[src/rtl/axi_pkg.sv]
// rtl/axi_pkg.sv - shared AXI read-channel widths, master indices and arbiter state encoding
//
// Purpose : common definitions for the read arbiter and its round-robin picker.
// Ports   : none (package).
package axi_pkg;

    localparam int ID_W    = 4;
    localparam int ADDR_W  = 32;
    localparam int LEN_W   = 4;
    localparam int SIZE_W  = 3;
    localparam int BURST_W = 2;
    localparam int LOCK_W  = 2;
    localparam int CACHE_W = 4;
    localparam int PROT_W  = 3;
    localparam int DATA_W  = 32;
    localparam int RESP_W  = 2;

    localparam int MST_ICACHE   = 0;
    localparam int MST_DCACHE   = 1;
    localparam int MST_UNCACHED = 2;

    localparam logic [ID_W-1:0] ARID_ICACHE   = 4'd0;
    localparam logic [ID_W-1:0] ARID_DCACHE   = 4'd1;
    localparam logic [ID_W-1:0] ARID_UNCACHED = 4'd2;

    typedef enum logic [1:0] {
        ST_IDLE = 2'd0,
        ST_ADDR = 2'd1,
        ST_DATA = 2'd2,
        ST_HOLD = 2'd3
    } arb_state_t;

endpackage

[src/rtl/rr_picker.sv]
// rtl/rr_picker.sv - combinational N-way round-robin priority encoder
//
// Purpose : picks the first requester after the previous owner, wrapping around.
// Ports   : req        - per-master request vector
//           last_owner - index of the most recent owner
//           winner     - selected master index (0 when nothing requests)
//           valid      - at least one master requests
module rr_picker
    import axi_pkg::*;
#(
    parameter int N     = 3,
    parameter int IDX_W = (N > 1) ? $clog2(N) : 1
) (
    input  logic [N-1:0]     req,
    input  logic [IDX_W-1:0] last_owner,
    output logic [IDX_W-1:0] winner,
    output logic             valid
);

    always_comb begin
        int idx;
        winner = '0;
        valid  = 1'b0;
        idx    = 0;
        // The previous owner is visited last, so it only wins when alone.
        for (int k = 1; k <= N; k++) begin
            idx = (int'(last_owner) + k) % N;
            if (!valid && req[idx]) begin
                valid  = 1'b1;
                winner = idx[IDX_W-1:0];
            end
        end
    end

endmodule

[src/rtl/axi_read_arbiter.sv]
// rtl/axi_read_arbiter.sv - round-robin owner arbiter for the shared AXI read channel
//
// Purpose : grants the single AR/R channel to one of N read masters, routes the
//           owner's AR slice to the slave and the slave's R beats to the owner,
//           and holds ownership until the owner withdraws its request.
// Ports   : clk, rst                    - clock, synchronous active-high reset
//           m_req / m_grnt              - per-master request / registered one-hot grant
//           AXI_Load_Bus_busy           - arbiter not idle
//           m_ar* / m_arvalid/m_arready - packed per-master AR channels
//           m_r* / m_rvalid / m_rready  - broadcast R fields, per-master handshake
//           ar* / arvalid / arready     - AR channel towards the slave
//           r* / rvalid / rready        - R channel from the slave
module axi_read_arbiter
    import axi_pkg::*;
#(
    parameter int N_MASTERS = 3
) (
    input  logic                          clk,
    input  logic                          rst,
    input  logic [N_MASTERS-1:0]          m_req,
    output logic [N_MASTERS-1:0]          m_grnt,
    output logic                          AXI_Load_Bus_busy,
    input  logic [N_MASTERS*ID_W-1:0]     m_arid,
    input  logic [N_MASTERS*ADDR_W-1:0]   m_araddr,
    input  logic [N_MASTERS*LEN_W-1:0]    m_arlen,
    input  logic [N_MASTERS*SIZE_W-1:0]   m_arsize,
    input  logic [N_MASTERS*BURST_W-1:0]  m_arburst,
    input  logic [N_MASTERS*LOCK_W-1:0]   m_arlock,
    input  logic [N_MASTERS*CACHE_W-1:0]  m_arcache,
    input  logic [N_MASTERS*PROT_W-1:0]   m_arprot,
    input  logic [N_MASTERS-1:0]          m_arvalid,
    output logic [N_MASTERS-1:0]          m_arready,
    output logic [ID_W-1:0]               m_rid,
    output logic [DATA_W-1:0]             m_rdata,
    output logic [RESP_W-1:0]             m_rresp,
    output logic                          m_rlast,
    output logic [N_MASTERS-1:0]          m_rvalid,
    input  logic [N_MASTERS-1:0]          m_rready,
    output logic [ID_W-1:0]               arid,
    output logic [ADDR_W-1:0]             araddr,
    output logic [LEN_W-1:0]              arlen,
    output logic [SIZE_W-1:0]             arsize,
    output logic [BURST_W-1:0]            arburst,
    output logic [LOCK_W-1:0]             arlock,
    output logic [CACHE_W-1:0]            arcache,
    output logic [PROT_W-1:0]             arprot,
    output logic                          arvalid,
    input  logic                          arready,
    input  logic [ID_W-1:0]               rid,
    input  logic [DATA_W-1:0]             rdata,
    input  logic [RESP_W-1:0]             rresp,
    input  logic                          rlast,
    input  logic                          rvalid,
    output logic                          rready
);

    localparam int IDX_W = (N_MASTERS > 1) ? $clog2(N_MASTERS) : 1;

    function automatic logic [N_MASTERS-1:0] onehot(input logic [IDX_W-1:0] idx);
        logic [N_MASTERS-1:0] v;
        v      = '0;
        v[idx] = 1'b1;
        return v;
    endfunction

    arb_state_t       state;
    logic [IDX_W-1:0] owner;
    logic [IDX_W-1:0] last_owner;
    logic             ar_seen;
    logic [IDX_W-1:0] pick_winner;
    logic             pick_valid;

    logic [ID_W-1:0]    arid_s    [N_MASTERS];
    logic [ADDR_W-1:0]  araddr_s  [N_MASTERS];
    logic [LEN_W-1:0]   arlen_s   [N_MASTERS];
    logic [SIZE_W-1:0]  arsize_s  [N_MASTERS];
    logic [BURST_W-1:0] arburst_s [N_MASTERS];
    logic [LOCK_W-1:0]  arlock_s  [N_MASTERS];
    logic [CACHE_W-1:0] arcache_s [N_MASTERS];
    logic [PROT_W-1:0]  arprot_s  [N_MASTERS];

    for (genvar i = 0; i < N_MASTERS; i++) begin : g_slice
        assign arid_s[i]    = m_arid[i*ID_W +: ID_W];
        assign araddr_s[i]  = m_araddr[i*ADDR_W +: ADDR_W];
        assign arlen_s[i]   = m_arlen[i*LEN_W +: LEN_W];
        assign arsize_s[i]  = m_arsize[i*SIZE_W +: SIZE_W];
        assign arburst_s[i] = m_arburst[i*BURST_W +: BURST_W];
        assign arlock_s[i]  = m_arlock[i*LOCK_W +: LOCK_W];
        assign arcache_s[i] = m_arcache[i*CACHE_W +: CACHE_W];
        assign arprot_s[i]  = m_arprot[i*PROT_W +: PROT_W];
    end

    logic owner_req;
    logic owner_arvalid;
    logic owner_rready;

    assign owner_req     = m_req[owner];
    assign owner_arvalid = m_arvalid[owner];
    assign owner_rready  = m_rready[owner];

    rr_picker #(
        .N     (N_MASTERS),
        .IDX_W (IDX_W)
    ) u_picker (
        .req        (m_req),
        .last_owner (last_owner),
        .winner     (pick_winner),
        .valid      (pick_valid)
    );

    always_ff @(posedge clk) begin
        if (rst) begin
            state             <= ST_IDLE;
            owner             <= '0;
            last_owner        <= IDX_W'(N_MASTERS - 1);
            m_grnt            <= '0;
            AXI_Load_Bus_busy <= 1'b0;
            ar_seen           <= 1'b0;
        end else begin
            case (state)
                ST_IDLE: begin
                    if (pick_valid) begin
                        state             <= ST_ADDR;
                        owner             <= pick_winner;
                        last_owner        <= pick_winner;
                        m_grnt            <= onehot(pick_winner);
                        AXI_Load_Bus_busy <= 1'b1;
                        ar_seen           <= 1'b0;
                    end
                end
                ST_ADDR: begin
                    if (owner_arvalid) begin
                        ar_seen <= 1'b1;
                    end
                    if (owner_arvalid && arready) begin
                        state <= ST_DATA;
                    end else if (!owner_req && !owner_arvalid && !ar_seen) begin
                        // Owner gave up before presenting an address: nothing is
                        // outstanding at the slave, so the channel can be freed.
                        state             <= ST_IDLE;
                        m_grnt            <= '0;
                        AXI_Load_Bus_busy <= 1'b0;
                    end
                end
                ST_DATA: begin
                    if (rvalid && owner_rready && rlast) begin
                        state <= ST_HOLD;
                    end
                end
                ST_HOLD: begin
                    // Keep the grant until the owner leaves its post-data delay,
                    // otherwise it would be re-granted with a stale request.
                    if (!owner_req) begin
                        state             <= ST_IDLE;
                        m_grnt            <= '0;
                        AXI_Load_Bus_busy <= 1'b0;
                    end
                end
                default: begin
                    state <= ST_IDLE;
                end
            endcase
        end
    end

    always_comb begin
        arid      = '0;
        araddr    = '0;
        arlen     = '0;
        arsize    = '0;
        arburst   = '0;
        arlock    = '0;
        arcache   = '0;
        arprot    = '0;
        arvalid   = 1'b0;
        rready    = 1'b0;
        m_arready = '0;
        m_rvalid  = '0;
        if (state == ST_ADDR || state == ST_DATA) begin
            arid    = arid_s[owner];
            araddr  = araddr_s[owner];
            arlen   = arlen_s[owner];
            arsize  = arsize_s[owner];
            arburst = arburst_s[owner];
            arlock  = arlock_s[owner];
            arcache = arcache_s[owner];
            arprot  = arprot_s[owner];
        end
        if (state == ST_ADDR) begin
            arvalid          = owner_arvalid;
            m_arready[owner] = arready;
        end
        if (state == ST_DATA) begin
            rready          = owner_rready;
            m_rvalid[owner] = rvalid;
        end
    end

    // Beats go to the owner whatever their rid; the id is only passed through.
    assign m_rid   = rid;
    assign m_rdata = rdata;
    assign m_rresp = rresp;
    assign m_rlast = rlast;

endmodule

[config.mk]
export PLATFORM = sky130hd
export DESIGN_NAME = axi_read_arbiter
export DESIGN_NICKNAME = d
export VERILOG_FILES = /design/src/rtl/axi_pkg.sv /design/src/rtl/rr_picker.sv /design/src/rtl/axi_read_arbiter.sv
export SDC_FILE = /design/constraint.sdc
export NUM_CORES = 1
export LEC_CHECK = 0
export ABC_AREA = 1
export CAP_MARGIN = 20
export CORE_AREA = 2 2 122 124
export DETAILED_ROUTE_END_ITERATION = 16
export DIE_AREA = 0 0 124 126
export PLACE_DENSITY = 0.59
export SLEW_MARGIN = 20
export SYNTH_ARGS = -nofsm -noshare
export SYNTH_HDL_FRONTEND = slang
export SYNTH_SLANG_ARGS = --single-unit
[constraint.sdc]
create_clock -name clk -period 4.6 [get_ports clk]
set_input_delay 0.92 -clock clk [delete_from_list [all_inputs] [get_ports clk]]
set_output_delay 0.92 -clock clk [all_outputs]
set_load 0.05 [all_outputs]
==> flow_summary_export.csv <==
group,metric,value,unit
setup_path,cp.arrival,2.82,ns
setup_path,endpoint_kind,"output pin",
power_and_ir_drop,power_density,760,mW/mm^2
synth,synth_ff_type,"dfxtp_1",
clock_network,post_cts_buffers,0,
synth,yosysTopAreaCellShare,32.2,%
timing,worst-slew-pin-transition,0.594,ns
clock_network,clk_path_buf_depth,2,
detailed_routing,drc,0,
synth,avgSynthCellArea,5.11,sq um
min_path,holdCritPathClass,"register to register",
clock_network,cts.sinks,10,
synth,syn_area,0.00255,sq mm
setup_path,regToRegSetupSlack,2.34,ns
power_and_ir_drop,peakVddDrop,0.415,mV
synth,synthArstFlopShare,0,%
finish,num-nets-final,912,
die,pin_count,319,
timing,fin_crit,3.74,ns
outcome,status,"finished, final reports clean",
timing,max_freq,267,MHz
synth,synthTopCellsByCount,"nand2_1 (219), inv_1 (75), a22oi_1 (41), buf_4 (39), nand3_1 (29)",
finish,multiInputGateArea,0.00167,sq mm
synth,yosysWarnings,0,
global_route,antenna_found_initial,0,
clock_network,ctsRootBufferMaster,"clkbuf_16",
setup_path,critPathRequiredTime,3.68,ns
timing,tns,0,ns
synth,yosysMostFrequentCell,"nand2_1",
synth,synth_edf_count,0,
timing,rsz0062_at_grt,"no",
global_route,grt-busiest-layer,"met2",
detailed_routing,viasPerCell,4.10,
global_route,use_met2,25.0,%
global_route,track_usage,13.2,%
setup_path,critPathKind,"register to output pin",
global_route,globalRouteMet3Util,3.94,%
timing,period_share,81.4,%
power_and_ir_drop,leakagePower,2.45,nW
global_route,grt_max_degree,37,
global_route,grt-ovfl-total,0,
finish,seqCellArea,200,sq um
finish,post-route-util,34.7,%
synth,synth_cell_types,24,
detailed_routing,ant_nets,0,
setup_path,worstSetupStartpointType,"register",
global_route,grt_pass1_wl,16500,microns
finish,num_antenna_cells,0,
synth,synth.area.top_cells,"nand2_1 (32%), a22oi_1 (12%), buf_4 (11%), inv_1 (11%), dfxtp_1 (7.8%)",
die,fp.dieW,124,microns
detailed_routing,dr.pass1.iters,4,
synth,ys_seq_area_share,7.84,%
run,cap_violations,0,
die,core,0.0143,sq mm
detailed_routing,post_drt_wl_per_cell,12.7,microns
synth,syn-num-nets,723,
detailed_routing,vias,3572,
clock_network,cts_tree,"done",
clock_network,hold_buffers,0,
setup_path,worst-path-max-fanout,30,
clock_network,cts_buffers,3,
die,dieArea,0.0156,sq mm
detailed_routing,routed_wl,11100,microns
global_route,grtUsageMet1,14.6,%
clock_network,h-tree-depth,1,
detailed_routing,drt_iter0_drc,103,
clock_network,clk_latency,0.24,ns
clock_network,cts_resized,0,
finish,area_growth,94.3,%
timing,slew_headroom,60.3,%
placement,gp_routability_congestion,0.806,
global_route,grt_pass1_vias,3454,
die,die_h,126,microns
die,fp-row-count,44,
clock_network,clkSlewWorstSetupHoldPaths,0.04,ns
synth,synthCells,500,
synth,synth_largest_area_cell,"nand2_1",
synth,ys_ff_latch,10,
placement,hpwl,9110,microns
finish,layout-drive-gt1-share,3.63,%
placement,portBuffers,242,
die,start_util,17.8,%
timing,hold_viol,0,
timing,setup-violations-final,0,
timing,skew,0.00263,ns
finish,fillers,1588,
timing,drv_slew,0,
worst max-delay path: stages (launching register included):
cell and delay, ns:
dfxtp_1 0.41, inv_1 0.11, ha_2 0.69, buf_4 0.37
nand2_1 0.09, inv_1 0.05, clkdlybuf4s50_1 0.83
report_power, final:
group          switching, mW  total, mW  leakage [nW]  internal [mW]
logic                   2.29       3.43          2.32           1.14
clock network         0.0425      0.173        0.0442          0.131
registers             0.0419      0.168        0.0824          0.126
worst paths after layout:
kind	start	end	depth (start not counted)
max	state[0]	araddr[10]	6
max reg2reg	owner[0]	m_grnt[0]	12
min reg2reg	AXI_Load_Bus_busy	AXI_Load_Bus_busy	2
min	AXI_Load_Bus_busy	AXI_Load_Bus_busy	2
cells in the final DEF, fill, tap and decap left out, drive strengths merged:
| cell type | n |
|---|---|
| clkdlybuf4s50 | 242 |
| nand2 | 220 |
| inv | 79 |
| a22oi | 41 |
| nand3 | 31 |
| nor2 | 24 |
| dfxtp | 10 |
| ha | 9 |
| o21ai | 8 |
| a21oi | 6 |
| buf | 6 |
| clkbuf | 4 |
| nand4 | 3 |
| o211ai | 2 |
| a31oi | 2 |
| nor3 | 1 |
metal layers:
metal | vias up | share of wire (%)
met5 | - | 0
met4 | 0 | 0.77
met3 | 10 | 8.3
met2 | 150 | 51
met1 | 1532 | 40
li1 | 1880 | -
registers in the layout, indices dropped and copies added (netlist names), named ones only:
| signal | count |
|---|---|
| ar_seen | 1 |
| AXI_Load_Bus_busy | 1 |
| owner | 2 |
| m_grnt | 3 |
| state | 1 |
| last_owner | 1 |
metrics by stage:
step                worst slack, ns  total power [mW]  area [sq um]  hold WS (ns)  instances
floorplan                      1.99              2.61          2550         0.455        500
global placement               1.10              3.64          4870         0.452        868
detailed placement             1.09              3.63          4870         0.459        868
CTS                           0.826              3.82          4960         0.467        872
global route                  0.695              4.07          4960         0.492        872
finish                        0.856              3.77          4960         0.462        872
logic make-up (layout without fill, tap and decap cells):
kind of cell	count (synthesis)	in the layout	share of synthesized area, %
compound gates	59	59	16.0
fa+ha+maj	9	9	4.41
buf+inv	143	331	27.7
flops	10	10	7.84
simple gates	279	279	44.0
final cells by class:
type / count / share of cell area [%]
timing repair buffer: 248 / 50.0
multi-input combinational: 347 / 33.6
sequential: 10 / 4.03
inverter: 79 / 5.98
tap: 184 / 4.64
clock buffer: 4 / 1.79
Power figures use the tool's default switching activity.
